`config.mk`:
```
export PLATFORM = sky130hd
export DESIGN_NAME = pipe_stage_skid
export DESIGN_NICKNAME = d
export VERILOG_FILES = /design/src/rtl/pipe_stage_skid_pkg.sv /design/src/rtl/pipe_hold_reg.sv /design/src/rtl/pipe_stage_skid.sv
export SDC_FILE = /design/constraint.sdc
export NUM_CORES = 1
export LEC_CHECK = 0
export ABC_AREA = 1
export CAP_MARGIN = 20
export CORE_MARGIN = 2
export CORE_UTILIZATION = 30
export DETAILED_ROUTE_END_ITERATION = 7
export PLACE_DENSITY = 0.52
export SLEW_MARGIN = 20
export SYNTH_ARGS = -nofsm -noshare
export SYNTH_HDL_FRONTEND = slang
export SYNTH_SLANG_ARGS = --single-unit
```
`constraint.sdc`:
```
create_clock -name clk_i -period 1.9 [get_ports clk_i]
set_input_delay 0.475 -clock clk_i [delete_from_list [all_inputs] [get_ports clk_i]]
set_output_delay 0.475 -clock clk_i [all_outputs]
set_load 0.005 [all_outputs]
```
`src/rtl/pipe_stage_skid_pkg.sv`:
```
// Shared definitions for the skid-buffered pipeline stage.
// State encoding doubles as the occupancy count.
package pipe_stage_skid_pkg;

    typedef enum logic [1:0] {
        ST_EMPTY = 2'd0,
        ST_HALF  = 2'd1,
        ST_FULL  = 2'd2
    } state_t;

    localparam logic [31:0] PIPE_NOP = 32'h0000_0000;

endpackage

```
`src/rtl/pipe_hold_reg.sv`:
```
// Single payload register with async reset and synchronous clear to BUBBLE.
// Clear dominates load.
module pipe_hold_reg #(
    parameter int unsigned      WIDTH  = 32,
    parameter logic [WIDTH-1:0] BUBBLE = '0
) (
    input  logic             clk_i,
    input  logic             rst_i,
    input  logic             load_i,
    input  logic             clear_i,
    input  logic [WIDTH-1:0] d_i,
    output logic [WIDTH-1:0] q_o
);

    always_ff @(posedge clk_i or negedge rst_i) begin
        if (!rst_i) begin
            q_o <= BUBBLE;
        end else if (clear_i) begin
            q_o <= BUBBLE;
        end else if (load_i) begin
            q_o <= d_i;
        end
    end

endmodule

```
`src/rtl/pipe_stage_skid.sv`:
```
// Pipeline stage register with valid/ready handshake and a one-entry skid buffer.
// up_ready_o is decoded from the state register only, never from dn_ready_i.
module pipe_stage_skid
    import pipe_stage_skid_pkg::*;
#(
    parameter int unsigned      WIDTH  = 32,
    parameter logic [WIDTH-1:0] BUBBLE = WIDTH'(PIPE_NOP),
    parameter int unsigned      CNT_W  = 16
) (
    input  logic             clk_i,
    input  logic             rst_i,
    input  logic             flush_i,
    input  logic             up_valid_i,
    input  logic [WIDTH-1:0] up_data_i,
    output logic             up_ready_o,
    output logic             dn_valid_o,
    output logic [WIDTH-1:0] dn_data_o,
    input  logic             dn_ready_i,
    output logic [1:0]       occupancy_o,
    output logic [CNT_W-1:0] stall_cnt_o
);

    state_t           state;
    state_t           state_nxt;
    logic             accept;
    logic             drain;
    logic             main_load;
    logic             main_clr;
    logic [WIDTH-1:0] main_d;
    logic [WIDTH-1:0] main_q;
    logic             skid_load;
    logic             skid_clr;
    logic [WIDTH-1:0] skid_q;

    assign up_ready_o  = (state != ST_FULL);
    assign dn_valid_o  = (state != ST_EMPTY);
    assign occupancy_o = state;
    assign dn_data_o   = main_q;

    assign accept = up_valid_i & up_ready_o;
    assign drain  = dn_valid_o & dn_ready_i;

    always_comb begin
        state_nxt = state;
        main_load = 1'b0;
        main_clr  = 1'b0;
        main_d    = up_data_i;
        skid_load = 1'b0;
        skid_clr  = 1'b0;
        if (flush_i) begin
            state_nxt = ST_EMPTY;
            main_clr  = 1'b1;
            skid_clr  = 1'b1;
        end else begin
            case (state)
                ST_EMPTY: begin
                    if (accept) begin
                        state_nxt = ST_HALF;
                        main_load = 1'b1;
                    end
                end
                ST_HALF: begin
                    if (accept && drain) begin
                        main_load = 1'b1;
                    end else if (accept) begin
                        state_nxt = ST_FULL;
                        skid_load = 1'b1;
                    end else if (drain) begin
                        state_nxt = ST_EMPTY;
                        main_clr  = 1'b1;
                    end
                end
                ST_FULL: begin
                    if (drain) begin
                        state_nxt = ST_HALF;
                        main_load = 1'b1;
                        main_d    = skid_q;
                        skid_clr  = 1'b1;
                    end
                end
                default: begin
                    state_nxt = ST_EMPTY;
                    main_clr  = 1'b1;
                    skid_clr  = 1'b1;
                end
            endcase
        end
    end

    always_ff @(posedge clk_i or negedge rst_i) begin
        if (!rst_i) begin
            state <= ST_EMPTY;
        end else begin
            state <= state_nxt;
        end
    end

    // Saturating count of downstream stall cycles; flush does not clear it.
    always_ff @(posedge clk_i or negedge rst_i) begin
        if (!rst_i) begin
            stall_cnt_o <= '0;
        end else if (dn_valid_o && !dn_ready_i && !(&stall_cnt_o)) begin
            stall_cnt_o <= stall_cnt_o + 1'b1;
        end
    end

    pipe_hold_reg #(
        .WIDTH  (WIDTH),
        .BUBBLE (BUBBLE)
    ) u_main (
        .clk_i   (clk_i),
        .rst_i   (rst_i),
        .load_i  (main_load),
        .clear_i (main_clr),
        .d_i     (main_d),
        .q_o     (main_q)
    );

    pipe_hold_reg #(
        .WIDTH  (WIDTH),
        .BUBBLE (BUBBLE)
    ) u_skid (
        .clk_i   (clk_i),
        .rst_i   (rst_i),
        .load_i  (skid_load),
        .clear_i (skid_clr),
        .d_i     (up_data_i),
        .q_o     (skid_q)
    );

endmodule

```
==> run metrics, run 1 <==
IO Port Bufs 88; required time worst endpoint about 1.4 ns; Top Family by Delay on Critical Path buffers and inverters; CTS tree done; largest stage delay on the critical path roughly 0.56 ns; Die Wd between 100 and 150 um; Synth Net Count 558; first-pass GRT wire length about 17000 um; Max Clk Rate 536.4 MHz; crit end category output port; critical path arrival approximately 1.4 ns; GPL Wtd Cong ~0.82; cells after synthesis 520; Setup Skew about 0.0076 ns; synth top area cells dfrtp_1 (51%), nand2_1 (19%), o21ai_0 (8.2%); initial antenna violation count 0; die footprint approximately 0.014 mm^2; # clock sinks between 80 and 90; I/O pins between 80 and 90; critical-path maximum fanout 7; Reg clk slew, reported paths around 0.060 ns; status finished, final reports clean; DRC errors left 0; sequential share of the synthesized area 0.5115; dpl ws -0.05753 ns; worst setup margin 0.03560 ns; largest net degree at the start of global routing 83; remaining antenna violation count after routing 0; leak pwr 2.595 nW; DR iter-0 viols 250; Register Area roughly 0.002 mm^2; drt wl/cell 12.78 um; synthesis-to-finish area growth 38.71%; Max Cap Viol 0; Yosys top cell area share 0.5115; Slew headroom 0.7056; CTS root buffer clkbuf_16; Inserted Clock Buffers 9; Core Footprint roughly 0.013 mm^2; worst path cell trace clkdlybuf4s50_1; Congestion Overflow GR 0; Mapped Avg Cell Area between 7 and 8 um^2; Slew Limit Fails 0; share of layout cells above drive strength 1 0.08320; ANT cells 0; post-DP HPWL roughly 7100 um; total number of vias around 3.6k; Hold Path Class in -> async; Worst Path Buf+Inv 1; H-tree depth 3; Layout Nets 659; first drt pass iteration count 4; kind of critical path reg -> out; fin crit share 0.9813; Die H ~120 um; worst-margin pin slew around 0.44 ns; Post-Syn Area between 0.004 and 0.005 mm^2; Starting Density 0.3053; synth unique cells 25; final wirelength 10230 um; warnings from Yosys 0; startpoint class of the critical path flip-flop; Final Hold Fails 0; unrepaired setup endpoints after global routing no; vias in the first global route 3565; Via density between 4 and 5; Setup Viol. Count Final 0; Multi-input gate area between 0.0015 and 0.002 mm^2; Yosys reg bits 82; Yosys top cell by area dfrtp_1; setup TNS 0 ns; Worst IR Drop VDD around 0.46 mV; CP max stage cell clkdlybuf4s50_1; row count 42; GRT Total Usage 0.1511; Power Dens Cells 892.9 mW/mm^2; Fillers around 1.3k; clk buf depth 2; Worst-Skew Late Latency around 0.34 ns; min Tclk post-route ~1.9 ns
sequential cells by signal (all words and copies together) (netlist names):
signal	flops
occupancy_o	2
u_skid.q_o	32
stall_cnt_o	16
u_main.q_o	32
per-layer routing:
metal | share of wire | global-route usage
met3 | 0.045 | 0.03232
met1 | 0.45 | 0.1874
met4 | 0.016 | 0.05956
met2 | 0.49 | 0.2568
met5 | 0 | 0
report_power, final:
group	switching, mW	internal (mW)	total [mW]	leakage [nW]
combinational	0.494	0.529	1.02	1.33
clock	0.682	1.22	1.90	0.156
sequential	0.131	1.91	2.05	1.11
cells in the final DEF, fill, tap and decap left out, drive strengths merged:
| cell type | instances |
|---|---|
| nand2 | 209 |
| clkdlybuf4s50 | 84 |
| dfrtp | 82 |
| o21ai | 70 |
| inv | 49 |
| nand3 | 43 |
| buf | 26 |
| nor2 | 23 |
| clkbuf | 13 |
| nand4 | 9 |
| xnor2 | 7 |
| bufinv | 2 |
| dlygate4sd2 | 2 |
| nor3 | 1 |
| a21oi | 1 |
| o211ai | 1 |
| nor2b | 1 |
| ha | 1 |
| dlymetal6s2s | 1 |
through the flow:
step	hold slack, ns	util	instance area, um^2	std cells	power (mW)
after global routing	0.2160	0.4235	5564	801	5.224
after global placement	0.4531	0.3985	5235	785	3.103
final	0.1713	0.4235	5564	801	4.968
after CTS	0.1850	0.4233	5562	801	5.044
after detailed placement	0.4605	0.3985	5235	785	3.118
after floorplan	0.1794	-	4011	520	2.506
cells in the mapped netlist:
master and n:
dfrtp_1 82, nand4_1 8, clkbuf_1 4, nand3_1 43
inv_1 46, a21oi_1 1, o21ai_4 1, buf_4 3
nor2_4 2, nor2_1 20, o21ai_2 1, ha_1 1
nand4_2 1, nand2_1 207, o21ai_1 2, nor3_4 1
xnor2_1 7, o21ai_0 66, nand2_2 2, nor2b_1 1
o211ai_1 1, nor2_2 1, buf_6 2, inv_2 3
buf_2 14
final timing paths:
kind / from / end / slack (ns) / cells after the start
worst min-delay path: rst_i / u_main.q_o[17] / 0.17 / 2
worst max-delay path: stall_cnt_o[2] / stall_cnt_o[2] / 0.04 / 1
worst min register to register: u_main.q_o[23] / u_main.q_o[23] / 0.47 / 2
max in group asynchronous: rst_i / occupancy_o[1] / 1.39 / 2
min in group clk_i: u_main.q_o[23] / u_main.q_o[23] / 0.47 / 2
worst max register to register: stall_cnt_o[1] / stall_cnt_o[13] / 0.34 / 8
timing repair:
item                                    4_1_cts  5_1_grt
hold buffers                                  0        0
setup buffers                                 1        0
resized for setup                             3        1
endpoints found under the hold margin         0        0
endpoints found under the setup margin        2        1
area by class of cell:
| type | count | area share |
|---|---|---|
| flip-flops and latches | 82 | 0.3690 |
| multi-input cells | 366 | 0.2957 |
| repair buffers | 113 | 0.2051 |
| clock buffers | 13 | 0.04677 |
| well taps | 176 | 0.03958 |
| inverters | 49 | 0.03306 |
| clock inverters | 2 | 0.01079 |
logic make-up (layout without fill, tap and decap cells):
| group | after synthesis | in the layout | synth area share |
|---|---|---|---|
| flops | 82 | 82 | 0.5115 |
| buf+inv | 72 | 177 | 0.07829 |
| simple gates | 286 | 286 | 0.2976 |
| fa+ha+maj | 1 | 1 | 0.003119 |
| compound gates | 72 | 72 | 0.09420 |
| xor+xnor | 7 | 7 | 0.01528 |
worst reg2reg max path: stages (launching register included):
cell and delay (ns):
dfrtp_1 0.41, ha_1 0.21, inv_1 0.07, nor2_2 0.12
nand2_1 0.12, o21ai_4 0.23, inv_2 0.15, nand2_1 0.10
nand2_1 0.05
No activity file was read; power rests on OpenSTA's default activity.
==> inputs of run 2 (changes only) <==
- CORE_UTILIZATION: 30 -> 51
- PLACE_DENSITY: 0.52 -> not set
- PLACE_DENSITY_LB_ADDON: not set -> 0.15
==> run metrics, run 2 (synthesized netlist as in run 1, its figures left out) <==
Worst IR Drop VDD 0.6618 mV (+43%); min Tclk post-route 1.843 ns (-0.02163 ns); Starting Density 0.5218 (+0.2165); M1 GR Usage 0.3402 (+0.1528); GRT met3 Usage 0.03662 (+0.004296); leak pwr 2.505 nW (-3.5%); commonest non-fill, non-tap cells in the layout nand2_1 (207), clkdlybuf4s50_1 (85), dfrtp_1 (80), o21ai_0 (66), inv_1 (46); Setup Viol. Count Final 0 (unchanged); Worst-Skew Late Latency 0.35 ns (about the same); critical-path maximum fanout 5 (-2); required time worst endpoint 1.42 ns (about the same); FF-to-FF path depth 9 (+1); # clock sinks 82 (unchanged); setup TNS 0 ns (unchanged); largest stage delay on the critical path 0.56 ns (about the same); GRT Total Usage 0.2376 (+0.08651); worst-margin pin slew 0.4915 ns (+0.04996 ns); Final Hold Fails 0 (unchanged); worst path cell trace clkdlybuf4s50_1; Max Clk Rate 542.7 MHz (+1.2%); total number of vias 3709 (+2.7%); row count 32 (-24%); Congestion Overflow GR 0 (unchanged); DRC errors left 0 (unchanged); Reg clk slew, reported paths 0.09 ns (+0.03 ns); Via density 5.102 (+13%); Worst Path Buf+Inv 1 (unchanged); synthesis-to-finish area growth 32.60%; post-DP HPWL 6663 um (-6.2%); CP max stage cell clkdlybuf4s50_1; Power Dens Cells 814.0 mW/mm^2 (-8.8%); initial antenna violation count 0 (unchanged); die footprint 0.008591 mm^2 (-40%); ANT cells 0 (unchanged); vias in the first global route 3501 (-1.8%); first drt pass iteration count 5 (+1); Inserted Clock Buffers 9 (unchanged); H-tree depth 3 (unchanged); kind of critical path reg -> out; startpoint class of the critical path flip-flop; remaining antenna violation count after routing 0 (unchanged); DR iter-0 viols 187 (-25%); Hold Path Class in -> async; Largest regs u_main.q_o x32, u_skid.q_o x32, stall_cnt_o x16; IO Port Bufs 88 (unchanged); Die H 92.69 um (-23%); Core Footprint 0.007687 mm^2 (-41%); critical path arrival 1.37 ns (-0.02 ns); CTS tree done; Layout Nets 658 (-0.15%); fin crit share 0.9699 (-0.01138); Top Family by Delay on Critical Path buffers and inverters; Critical Path Stages 1 (unchanged); unrepaired setup endpoints after global routing no; I/O pins 89 (unchanged); Max Cap Viol 0 (unchanged); final wirelength 9706 um (-5.2%); M2 GR Usage 0.3759 (+0.1191); Setup Skew 0.01189 ns (+0.004242 ns); CTS root buffer clkbuf_8; GPL Wtd Cong 0.7980 (-2.9%); first-pass GRT wire length 16240 um (-6.0%); Slew headroom 0.6715 (-0.03408); commonest non-fill, non-tap cell in the layout nand2_1; Final Instance Area 0.005319 mm^2 (-4.4%); Placement Cell Area 0.005090 mm^2 (-2.8%); share of layout cells above drive strength 1 0.08960 (+0.006400); Hold WS 0.05220 ns (-0.1191 ns); clk buf depth 2 (unchanged); Hold-fix buffers, CTS 0 (unchanged); busiest grt layer met2; largest net degree at the start of global routing 43 (-48%); status finished, final reports clean; Slew Limit Fails 0 (unchanged); Die Wd 92.69 um (-23%); crit end category output port; drt wl/cell 13.35 um (+4.5%)
==> run 2: cell count changes in the layout (fill, tap and decap cells not counted), sizes merged, moves of 2 or more <==
cell	delta
clkinv	+2
clkbuf	-4
buf	-2
inv	+2
clkinvlp	+2
==> run 2: repair_timing <==
| item | in CTS | in global routing |
|---|---|---|
| cloned | 0 | 1 |
| pin swaps | 0 | 1 |
| setup buffers | 0 | 1 |
| setup endpoints to repair | 2 | 35 |
| resized for setup | 5 | 3 |
==> run 2: layer usage <==
metal / vias to the layer above / wire [um]
li1: 1843 / -
met1: 1754 / 4589
met2: 101 / 4534
met3: 11 / 492
met4: 0 / 89
met5: - / 0
==> run 2: power breakdown <==
| group | internal (mW) | switching [mW] | total [mW] |
|---|---|---|---|
| registers | 1.91 | 0.138 | 2.05 |
| clock network | 0.616 | 0.667 | 1.28 |
| logic | 0.500 | 0.496 | 0.996 |
==> run 2: through the flow <==
| stage | total power [mW] | std cells | setup WS (ns) | utilization |
|---|---|---|---|---|
| floorplan | 2.506 | 520 | 0.3233 | - |
| global route | 4.562 | 727 | 0.0007060 | 0.6919 |
| detailed placement | 3.066 | 709 | -0.3601 | 0.6621 |
| CTS | 4.344 | 725 | 0.0002076 | 0.6890 |
| global placement | 3.036 | 709 | -0.2272 | 0.6621 |
| finish | 4.330 | 727 | 0.05723 | 0.6919 |
==> run 2: area by class of cell <==
class | instances | area [um^2]
clock buffer | 9 | 123.9
clock inverter | 7 | 76.32
fill | 659 | 2369
inverter | 49 | 186.4
multi-input combinational | 367 | 1664
sequential | 82 | 2054
tap | 102 | 127.6
timing repair buffer | 111 | 1086
==> run 2: final timing paths <==
path / start / end / slack (ns)
min: rst_i / u_skid.q_o[18] / 0.05
min reg2reg: u_main.q_o[23] / u_main.q_o[23] / 0.47
min in group clk_i: u_main.q_o[23] / u_main.q_o[23] / 0.47
max reg2reg: occupancy_o[1] / u_main.q_o[31] / 0.15
max: occupancy_o[0] / occupancy_o[0] / 0.06
max in group asynchronous: rst_i / occupancy_o[0] / 1.34
==> inputs of run 3 (changes only) <==
- CORE_MARGIN: 2 -> not set
- CTS_CLUSTER_DIAMETER: not set -> 60
- clock period: 1.9 -> 1.8 ns (I/O delays scaled with it)
==> run metrics, run 3 (synthesized netlist as in run 1, its figures left out) <==
critical path arrival 1.33 ns (-0.04 ns); first-pass GRT wire length 17420 um (+7.3%); Hold Path Class in -> async; Max Clk Rate 561.2 MHz; remaining antenna violation count after routing 0 (unchanged); CTS root buffer clkbuf_8; Register Area 0.002066 mm^2 (+0.55%); worst-margin pin slew 0.4185 ns (-0.07306 ns); P_int 3.358 mW (+11%); commonest non-fill, non-tap cell in the layout nand2_1; DR iter-0 viols 196 (+4.8%); Via density 5.176 (+1.5%); drt wl/cell 13.74 um (+2.9%); Max Cap Viol 0 (unchanged); Die H 90.69 um (-2.2%); commonest non-fill, non-tap cells in the layout nand2_1 (206), clkdlybuf4s50_1 (82), dfrtp_1 (71), o21ai_0 (62), inv_1 (45); leak pwr 2.650 nW (+5.8%); Fillers 553 (-16%); dpl ws -0.4103 ns (-0.05017 ns); IO Port Bufs 88 (unchanged); Layout Nets 682 (+3.6%); Setup Skew 0.01034 ns (-0.001547 ns); vias in the first global route 3708 (+5.9%); synthesis-to-finish area growth 38.27%; final wirelength 10280 um (+5.9%); min Tclk post-route 1.782 ns; Largest regs u_main.q_o x32, u_skid.q_o x32, stall_cnt_o x16; required time worst endpoint 1.35 ns (-0.07 ns); Multi-input gate area 0.001673 mm^2 (+0.53%); Reg clk slew, reported paths 0.09 ns (about the same); I/O pins 89 (unchanged); GRT Total Usage 0.2660 (+0.02837); Final Core Density 0.7487 (+0.05680); Starting Density 0.5415 (+0.01965); post-DP HPWL 6616 um (-0.71%); worst setup margin 0.01795 ns (-0.03928 ns); Final Hold Fails 0 (unchanged); GPL Wtd Cong 0.8437 (+5.7%); Setup Viol. Count Final 0 (unchanged); clk buf depth 2 (unchanged); Switching Share 0.2962 (-0.004043); initial antenna violation count 0 (unchanged); CP max stage cell clkdlybuf4s50_1; CTS tree done; Core Footprint 0.007408 mm^2 (-3.6%); ANT cells 0 (unchanged); Worst IR Drop VDD 0.6258 mV (-5.4%); status finished, final reports clean; # clock sinks 82 (unchanged); Worst Path Buf+Inv 1 (unchanged); Worst-Skew Late Latency 0.36 ns (about the same); switching power 1.413 mW (+8.7%); die footprint 0.008224 mm^2 (-4.3%); Top Family by Delay on Critical Path buffers and inverters; largest stage delay on the critical path 0.53 ns (-0.03 ns); H-tree depth 3 (unchanged); crit end category output port; total number of vias 3872 (+4.4%); Hold-fix buffers, CTS 0 (unchanged); Comb power frac 0.263 (+0.033); fin crit share 0.9900; startpoint class of the critical path flip-flop; DRC errors left 0 (unchanged); Slew headroom 0.7204 (+0.04882); critical-path maximum fanout 5 (unchanged); Congestion Overflow GR 0 (unchanged); share of layout cells above drive strength 1 0.1464 (+0.05678); Clk pwr share 0.289 (-0.007); worst path cell trace clkdlybuf4s50_1; first drt pass iteration count 4 (-1); Inserted Clock Buffers 9 (unchanged); Power Dens Cells 860.1 mW/mm^2 (+5.7%); row count 31 (-3.1%); Die Wd 90.69 um (-2.2%); sequential share of power 0.448 (-0.026); largest net degree at the start of global routing 41 (-4.7%); kind of critical path reg -> out; Slew Limit Fails 0 (unchanged)
-- run 3: cell types whose count changed in the layout (fill, tap and decap cells not counted), sizes merged --
cell           before  now
buf                24   49
clkbuf              9   11
clkdlybuf4s50      85   82
clkinv              2    3
clkinvlp            2    1
dlymetal6s2s        0    1
inv                51   50
-- run 3: timing repair --
item | 4_1_cts | 5_1_grt
setup endpoints to repair | 21 | 43
pin swaps | 2 | 2
setup buffers | 10 | 10
gates resized for setup | 16 | 17
gates cloned | 1 | 0
-- run 3: power groups by stage --
stage / Combinational, mW / Sequential (mW) / Clock (mW)
floorplan: 0.455 / 2.19 / 0
global placement: 1.04 / 2.18 / 0
detailed placement: 1.06 / 2.19 / 0
CTS: 1.12 / 2.16 / 1.40
global route: 1.38 / 2.16 / 1.48
finish: 1.25 / 2.14 / 1.38
-- run 3: stage by stage --
stage / hold WS (ns) / TNS (ns) / cell area (um^2) / std cells / power, mW
3_3_place_gp: 0.4021 / -15.18 / 5136 / 711 / 3.221
4_1_cts: 0.01910 / 0 / 5444 / 738 / 4.682
2_1_floorplan: 0.1544 / 0 / 4011 / 520 / 2.646
3_5_place_dp: 0.4107 / -20.01 / 5136 / 711 / 3.251
5_1_grt: 0.03593 / -0.02503 / 5547 / 748 / 5.023
6_report: 0.01137 / 0 / 5547 / 748 / 4.771
-- run 3: path summary, 6_finish.rpt --
path	start	end	slack, ns	cells after the start
min in group clk_i	u_main.q_o[29]	u_main.q_o[29]	0.47	2
min	rst_i	u_main.q_o[20]	0.01	1
max	stall_cnt_o[13]	stall_cnt_o[13]	0.02	1
min reg2reg	u_main.q_o[29]	u_main.q_o[29]	0.47	2
max reg2reg	occupancy_o[1]	u_main.q_o[31]	0.10	8
max in group asynchronous	rst_i	u_skid.q_o[26]	1.21	2
-- run 3: area by class of cell --
type / count / share of cell area
clock buffers: 10 / 0.02481
well taps: 99 / 0.02233
flip-flops and latches: 82 / 0.3724
repair buffers: 135 / 0.2339
clock inverters: 6 / 0.01173
inverters: 49 / 0.03316
multi-input cells: 367 / 0.3016
-- run 3: metal layers --
metal	vias up	part of all wire	track usage
li1	1889	-	-
met1	1847	0.42	0.3330
met2	124	0.51	0.4628
met3	12	0.059	0.06061
met4	0	0.011	0.06720
met5	-	0	0
